`src/rtl/ls299.sv`:
```
// 74LS299 8-bit universal shift/storage register, tri-state I/O split into in/out/oe; one clk edge to r, outputs combinational from r.
// Define LS299_CEN_EN to add a clock-enable input (cen); without it every rising edge updates.
module ls299 #(
    parameter int WIDTH = 8
) (
    input  logic             clk,
    input  logic             res,
`ifdef LS299_CEN_EN
    input  logic             cen,
`endif
    input  logic [1:0]       s,
    input  logic             oe1_n,
    input  logic             oe2_n,
    input  logic             dsr,
    input  logic             dsl,
    input  logic [WIDTH-1:0] io_in,
    output logic [WIDTH-1:0] io_out,
    output logic             io_oe,
    output logic             q0s,
    output logic             q7s
);
    localparam int MSB = WIDTH - 1;

    logic [WIDTH-1:0] r;
    logic             upd;

`ifdef LS299_CEN_EN
    assign upd = cen;
`else
    assign upd = 1'b1;
`endif

    always_ff @(posedge clk or negedge res) begin
        if (!res) begin
            r <= '0;
        end else if (upd) begin
            case (s)
                2'b01:   r <= {r[MSB-1:0], dsr};
                2'b10:   r <= {dsl, r[MSB:1]};
                2'b11:   r <= io_in;
                default: r <= r;
            endcase
        end
    end

    // Never drive the bus while loading from it, whatever the enables say.
    assign io_oe  = ~oe1_n & ~oe2_n & (s != 2'b11);
    assign io_out = r;
    assign q0s    = r[0];
    assign q7s    = r[MSB];
endmodule
```
`config.mk`:
```
export PLATFORM = sky130hd
export DESIGN_NAME = ls299
export DESIGN_NICKNAME = d
export VERILOG_FILES = /design/src/rtl/ls299.sv
export SDC_FILE = /design/constraint.sdc
export NUM_CORES = 1
export LEC_CHECK = 0
export CAP_MARGIN = 5
export CORE_MARGIN = 5
export CORE_UTILIZATION = 31
export DETAILED_ROUTE_END_ITERATION = 12
export PLACE_DENSITY = 0.73
export REMOVE_ABC_BUFFERS = 1
export SLEW_MARGIN = 20
export SYNTH_ARGS = -nofsm -noshare
export SYNTH_HDL_FRONTEND = slang
export SYNTH_SLANG_ARGS = --single-unit
```
`constraint.sdc`:
```
create_clock -name clk -period 0.9 [get_ports clk]
set_input_delay 0.18 -clock clk [delete_from_list [all_inputs] [get_ports clk]]
set_output_delay 0.18 -clock clk [all_outputs]
set_load 0.05 [all_outputs]
```
# == Word-level counts from Yosys, hierarchy flattened ==
# Index checks and enable logic that the tools add are counted.
# op_classes
n_eq_ne,4
mux,1
bitwise_logic,4
reduce_logical,1
# ops
operator,count
$pmux 8 s3,1
$eq 2x2->1 const B,2
$reduce_bool 3->1,1
$and 1x1->1,2
$eq 2x1->1 const B,1
$ne 2x2->1 const B,1
$not 1->1,2
# totals
register_bits,8
in_bits,16
elab_cells,11

# == Depth between registers and ports, before layout ==
# Gate-level depths: netlist of run 1.
# logic_depth
word_depth,3
ltp_mapped,2
ltp_nobuf,1

# == Least setup slack after synthesis of run 1 ==
# OpenSTA, ideal clock, no wires.
# synth_timing
kind,input to output
startpoint,input s[0]
endpoint,output io_oe
arrival_time_ps,1530
slack_ps,-810
path_stages,2
n_path_buf,1
cell_sequence,buf_6 -> a211oi_1
# synth_between
elab_chain_len,2
# synth_lines
element,line_no,rtl
"start, declared",11,"input logic [1:0] s,"
$ne 2x2->1,47,assign io_oe = ~oe1_n & ~oe2_n & (s != 2'b11);
$and 1x1->1,47,
"end, declared",18,"output logic io_oe,"
# No other way between the ends.

# == Worst setup path after layout of run 1 ==
# layout_timing
startpoint,register r[4] (netlist: io_out[4])
endpoint,output io_out[4]
# layout_lines
element,line_no,rtl
"start, declared",24,logic [WIDTH-1:0] r;
"start signal, assigned",38,"2'b01: r <= {r[MSB-1:0], dsr};"
"start signal, assigned",39,"2'b10: r <= {dsl, r[MSB:1]};"
"start signal, assigned",40,2'b11: r <= io_in;
"end, declared",17,"output logic [WIDTH-1:0] io_out,"
# No word-level cell between the ends.

==> results.sh, run 1 <==
export IMPL_status="finished with violations"
export IMPL_failed_checks="negative setup slack"
export IMPL_synth_top_area_share_pct=47.1
export IMPL_ios=27
export IMPL_synthAdderAreaFrac_pct=0
export IMPL_postCtsHoldBufs=0
export IMPL_root_buffer="clkbuf_4"
export IMPL_period_share_pct=125
export IMPL_syn_instance_count=21
export IMPL_port_buffers=26
export IMPL_max_slew_margin_rel_pct=76.0
export IMPL_path_max_fanout=4
export IMPL_wl_per_cell_um=16.4
export IMPL_synth_xor_xnor_area_share_pct=0
export IMPL_postSynthAreaPerCell_sq_um=20.3
export IMPL_grt_overflow_total=0
export IMPL_final_util_pct=74.3
export IMPL_die_h_um=47.0
export IMPL_max_freq_mhz=890
export IMPL_grt_usage_pct=14.7
export IMPL_start_util_pct=32.7
export IMPL_cts_tree="done"
export IMPL_placed_cells=71
export IMPL_hp_class="in2async"
export IMPL_route_detailed_drc=0
export IMPL_clock_path_buffers=2
export IMPL_use_met3_pct=5.75
export IMPL_rows=13
export IMPL_insertion_delay_ns=0.25
export IMPL_power_leakage_nw=0.421
export IMPL_cts_sinks=8
export IMPL_critPathCaptureType="output port"
export IMPL_muxShareOfSynthArea_pct=42.4
export IMPL_most_common_layout_cells="11 x clkdlybuf4s50_1, 11 x buf_6, 11 x buf_12"
export IMPL_ant_nets=0
export IMPL_rsz0062_at_grt="true"
export IMPL_regArea_sq_um=201
export IMPL_wl_um=1280
export IMPL_ys_ff_latch=8
export IMPL_whs_ns=0.204
export IMPL_critPathSlowestCell="dfrtp_1"
export IMPL_post_place_ws_ns=-0.589
export IMPL_core_area_sq_um=1300
export IMPL_area_delta_synth_final_pct=127
export IMPL_grt_pass1_vias=454
export IMPL_grt_util_met2_pct=26.0
export IMPL_maxSlewViolCount=0
export IMPL_hold_viol=0
export IMPL_die_area_sq_um=2210
export IMPL_numCtsBuffers=3
export IMPL_clk_pin_slew_ns=0.05
export IMPL_synth_area_top_cells="dfrtp_1 47%, mux4_2 42%, buf_6 5.3%"
export IMPL_clock_skew_final_ns=0.00315
export IMPL_slowest_delay_ns=0.42
export IMPL_avgViaCountPerCell=4.85
export IMPL_stdcell_count=78
export IMPL_grtUsageMet1_pct=13.1
export IMPL_dpl_hpwl_um=1070
export IMPL_grt_pass1_wl_um=2100
export IMPL_syn_area_sq_um=425
export IMPL_ys_seq_area_share_pct=47.1
export IMPL_synth_compound_area_share_pct=1.76
export IMPL_diodes=0
export IMPL_setup_viol=19
export IMPL_synth_simple_area_share_pct=0
export IMPL_startpoint_type="flip-flop"
export IMPL_multi_input_area_sq_um=193
export IMPL_required_ns=0.72
export IMPL_path_class="reg2out"
export IMPL_power_density_nw_per_um2=2150
export IMPL_worst_pin_slew_ns=0.359
export IMPL_nFillCells=88
export IMPL_final_layout_size_suffix_gt1_share_pct=71.4
export IMPL_fin_ws_ns=-0.223
export IMPL_htreeDepth=1
export IMPL_finalCriticalPeriod_ns=1.12
export IMPL_drv_cap=0
export IMPL_place_gp_congestion=0.724
export IMPL_synth_warnings=0
export IMPL_drtPass1Iterations=1
export IMPL_antenna_found_initial=0
export IMPL_cp_arrival_ns=0.94
export IMPL_grt_max_degree=9
export IMPL_vias=378
export IMPL_synth_top_family_by_area="multiplexers"
export IMPL_vdd_ir_drop_max_mv=1.45
export IMPL_yosysTopAreaCell="dfrtp_1"
export IMPL_setup_tns_ns=-3.46
export IMPL_nets=81
export IMPL_synth_cell_types=5
export IMPL_chipWidth_um=47.0
export IMPL_top_usage_layer="met2"
export IMPL_largest_reg_flops=8
export IMPL_crit_chain="buf_6, buf_12"
export IMPL_drt_iter0_drc=0
-- final timing paths --
check,slack [ns],startpoint,cells after the start,to
min,0.20,res,1,io_out[3]
max in group asynchronous,0.41,res,1,io_out[5]
max reg2reg,-0.22,io_out[5],2,io_out[6]
min in group clk,0.32,s[1],3,io_out[6]
max,-0.22,io_out[4],2,io_out[4]
min reg2reg,0.65,io_out[7],1,io_out[7]
-- cells in the mapped netlist --
master,count
buf_4,2
mux4_2,8
buf_6,2
a211oi_1,1
dfrtp_1,8
-- cells by family after synthesis --
group / Yosys count
AO/OA/AOI/OAI: 1
multiplexers: 8
flip-flops: 8
buffers and inverters: 4
-- area by class of cell --
class	instances	area share (%)
clock buffers	3	2.33
multi-input cells	9	19.9
flip-flops and latches	8	20.8
well taps	15	1.94
repair buffers	43	55.0
-- worst max-delay path: cells and delay by family, from the launching register on --
family | cells | cell delay, ns
DFF | 1 | 0.42
buffers and inverters | 2 | 0.27
-- routing by layer --
layer	vias to the layer above	routed length, um	share of wire [%]
met4	0	34	2.7
met3	4	142	11
met2	24	672	53
met5	-	0	0
met1	181	427	33
li1	169	-	-
-- where the power goes --
group	switching (mW)	internal, mW
sequential	0.0899	0.441
clock	0.116	0.152
combinational	0.538	0.746
total	0.744	1.34
-- per-stage QoR --
step	total power, mW	cell area, sq um
after floorplan	0.981	388
after global placement	1.69	875
after detailed placement	1.71	875
after CTS	2.11	965
after global routing	2.18	967
final	2.08	967
-- timing repair --
item / CTS / global route
hold endpoints to repair: 0 / 0
resized for setup: 23 / 8
pin swaps: 1 / 1
setup endpoints to repair: 19 / 19
buffers inserted: 4 / 1
Power figures use the tool's default switching activity.
==> inputs of run 2 (changes only) <==
--- a/config.mk
+++ b/config.mk
@@ -6,10 +6,10 @@
 export NUM_CORES = 1
 export LEC_CHECK = 0
 export CAP_MARGIN = 5
-export CORE_MARGIN = 5
-export CORE_UTILIZATION = 31
+export CORE_AREA = 5 5 42 44
 export DETAILED_ROUTE_END_ITERATION = 12
-export PLACE_DENSITY = 0.73
+export DIE_AREA = 0 0 47 49
+export PLACE_DENSITY = 0.72
 export REMOVE_ABC_BUFFERS = 1
 export SLEW_MARGIN = 20
 export SYNTH_ARGS = -nofsm -noshare
==> constraint.sdc (replaced) <==
create_clock -name clk -period 1.1 [get_ports clk]
set_input_delay 0.275 -clock clk [delete_from_list [all_inputs] [get_ports clk]]
set_output_delay 0.275 -clock clk [all_outputs]
set_load 0.05 [all_outputs]
==> results.sh, run 2 (synthesized netlist as in run 1, its figures left out) <==
export IMPL_rsz0062_at_grt="true"
export IMPL_combPwrFrac_pct=58.0
export IMPL_avgViaCountPerCell=4.97
export IMPL_status="finished with violations"
export IMPL_grt_overflow_total=0
export IMPL_antenna_found_initial=0
export IMPL_clock_path_buffers=2
export IMPL_setup_viol=14
export IMPL_swShare_pct=36.8
export IMPL_numCtsBuffers=3
export IMPL_area_delta_synth_final_pct=114
export IMPL_drtPass1Iterations=3
export IMPL_cts_sinks=8
export IMPL_critPathBufInv=2
export IMPL_startpoint_type="flip-flop"
export IMPL_core_area_sq_um=1400
export IMPL_nets=75
export IMPL_grt_usage_pct=13.0
export IMPL_failed_checks="negative setup slack"
export IMPL_p_seq_share_pct=28.5
export IMPL_max_freq_mhz=826
export IMPL_vias=363
export IMPL_start_util_pct=30.4
export IMPL_vdd_ir_drop_max_mv=0.965
export IMPL_port_buffers=26
export IMPL_insertion_delay_ns=0.25
export IMPL_p_int_mw=1.02
export IMPL_p_switching_mw=0.594
export IMPL_ant_nets=0
export IMPL_setup_tns_ns=-0.717
export IMPL_wl_um=1210
export IMPL_wl_per_cell_um=16.5
export IMPL_final_layout_size_suffix_gt1_share_pct=75.4
export IMPL_critPathTopFamily="flip-flops"
export IMPL_fin_ws_ns=-0.111
export IMPL_most_common_layout_cells="11 x clkdlybuf4s50_1, 11 x buf_12, 8 x mux4_2"
export IMPL_critPathCaptureType="output port"
export IMPL_chipWidth_um=47
export IMPL_cts_tree="done"
export IMPL_clkPwrFrac_pct=13.6
export IMPL_maxSlewViolCount=0
export IMPL_post_place_ws_ns=-0.513
export IMPL_finalCriticalPeriod_ns=1.21
export IMPL_largest_reg_flops=8
export IMPL_grt_pass1_wl_um=2020
export IMPL_grt_max_degree=9
export IMPL_drv_cap=0
export IMPL_period_share_pct=110
export IMPL_worst_pin_slew_ns=0.342
export IMPL_crit_chain="buf_6, buf_12"
export IMPL_critPathSlowestCell="dfrtp_1"
export IMPL_grt_pass1_vias=439
export IMPL_hold_viol=0
export IMPL_cp_arrival_ns=0.94
export IMPL_rows=14
export IMPL_path_class="reg2out"
export IMPL_path_max_fanout=2
export IMPL_clk_pin_slew_ns=0.05
export IMPL_diodes=0
export IMPL_die_area_sq_um=2300
export IMPL_drt_iter0_drc=1
export IMPL_route_detailed_drc=0
export IMPL_die_h_um=49
export IMPL_required_ns=0.82
export IMPL_max_slew_margin_rel_pct=77.1
export IMPL_power_density_nw_per_um2=1770
export IMPL_power_leakage_nw=0.382
export IMPL_clock_skew_final_ns=0.00185
export IMPL_hp_class="in2async"
export IMPL_ios=27
export IMPL_place_gp_congestion=0.742
export IMPL_root_buffer="clkbuf_4"
export IMPL_rrSetupSlack_ns=-0.04
export IMPL_slowest_delay_ns=0.40
export IMPL_htreeDepth=1
run 2: final cells by class:
type	instances	area [sq um]
sequential	8	206
fill	108	492
clock buffer	3	22.5
tap	16	20.0
timing repair buffer	37	468
multi-input combinational	9	193
run 2: power groups by stage:
stage | combinational [mW] | clock, mW | sequential [mW]
global route | 0.971 | 0.240 | 0.475
finish | 0.935 | 0.219 | 0.459
global placement | 0.864 | 0 | 0.449
CTS | 0.934 | 0.230 | 0.456
floorplan | 0.118 | 0 | 0.684
detailed placement | 0.874 | 0 | 0.457
run 2: worst register-to-register path: cells and delay by family, from the launching register on:
family	cells	cell delay, ns
muxes	1	0.45
DFF	1	0.40
buffers and inverters	1	0.15
run 2: what timing repair did:
action,4_1_cts,5_1_grt
pin swaps,1,1
resized for setup,23,6
setup endpoints to repair,19,18
setup buffers,3,1
hold buffers,0,0
run 2: through the flow:
stage / power [mW] / cells / util, % / instance area, sq um / hold WS (ns)
2_1_floorplan: 0.803 / 17 / - / 388 / -0.0206
3_3_place_gp: 1.31 / 66 / 59.3 / 831 / 0.560
5_1_grt: 1.69 / 73 / 64.9 / 910 / 0.314
6_report: 1.61 / 73 / 64.9 / 910 / 0.291
4_1_cts: 1.62 / 72 / 63.2 / 886 / 0.297
3_5_place_dp: 1.33 / 66 / 59.3 / 831 / 0.574
run 2: final timing paths:
check,from,to,depth (start not counted)
worst max-delay path,io_out[7],q7s,2
worst min-delay path,res,io_out[7],1
worst max register to register,io_out[7],io_out[6],2
worst min register to register,io_out[6],io_out[5],1
max in group asynchronous,res,io_out[1],1
min in group clk,s[1],io_out[3],3
run 2: routing by layer:
layer,vias to the layer above,GRT usage [%],part of all wire (%)
met4,0,11.5,3.5
met1,171,13.7,36
li1,158,-,-
met5,-,0,0
met2,29,17.6,45
met3,5,7.38,15
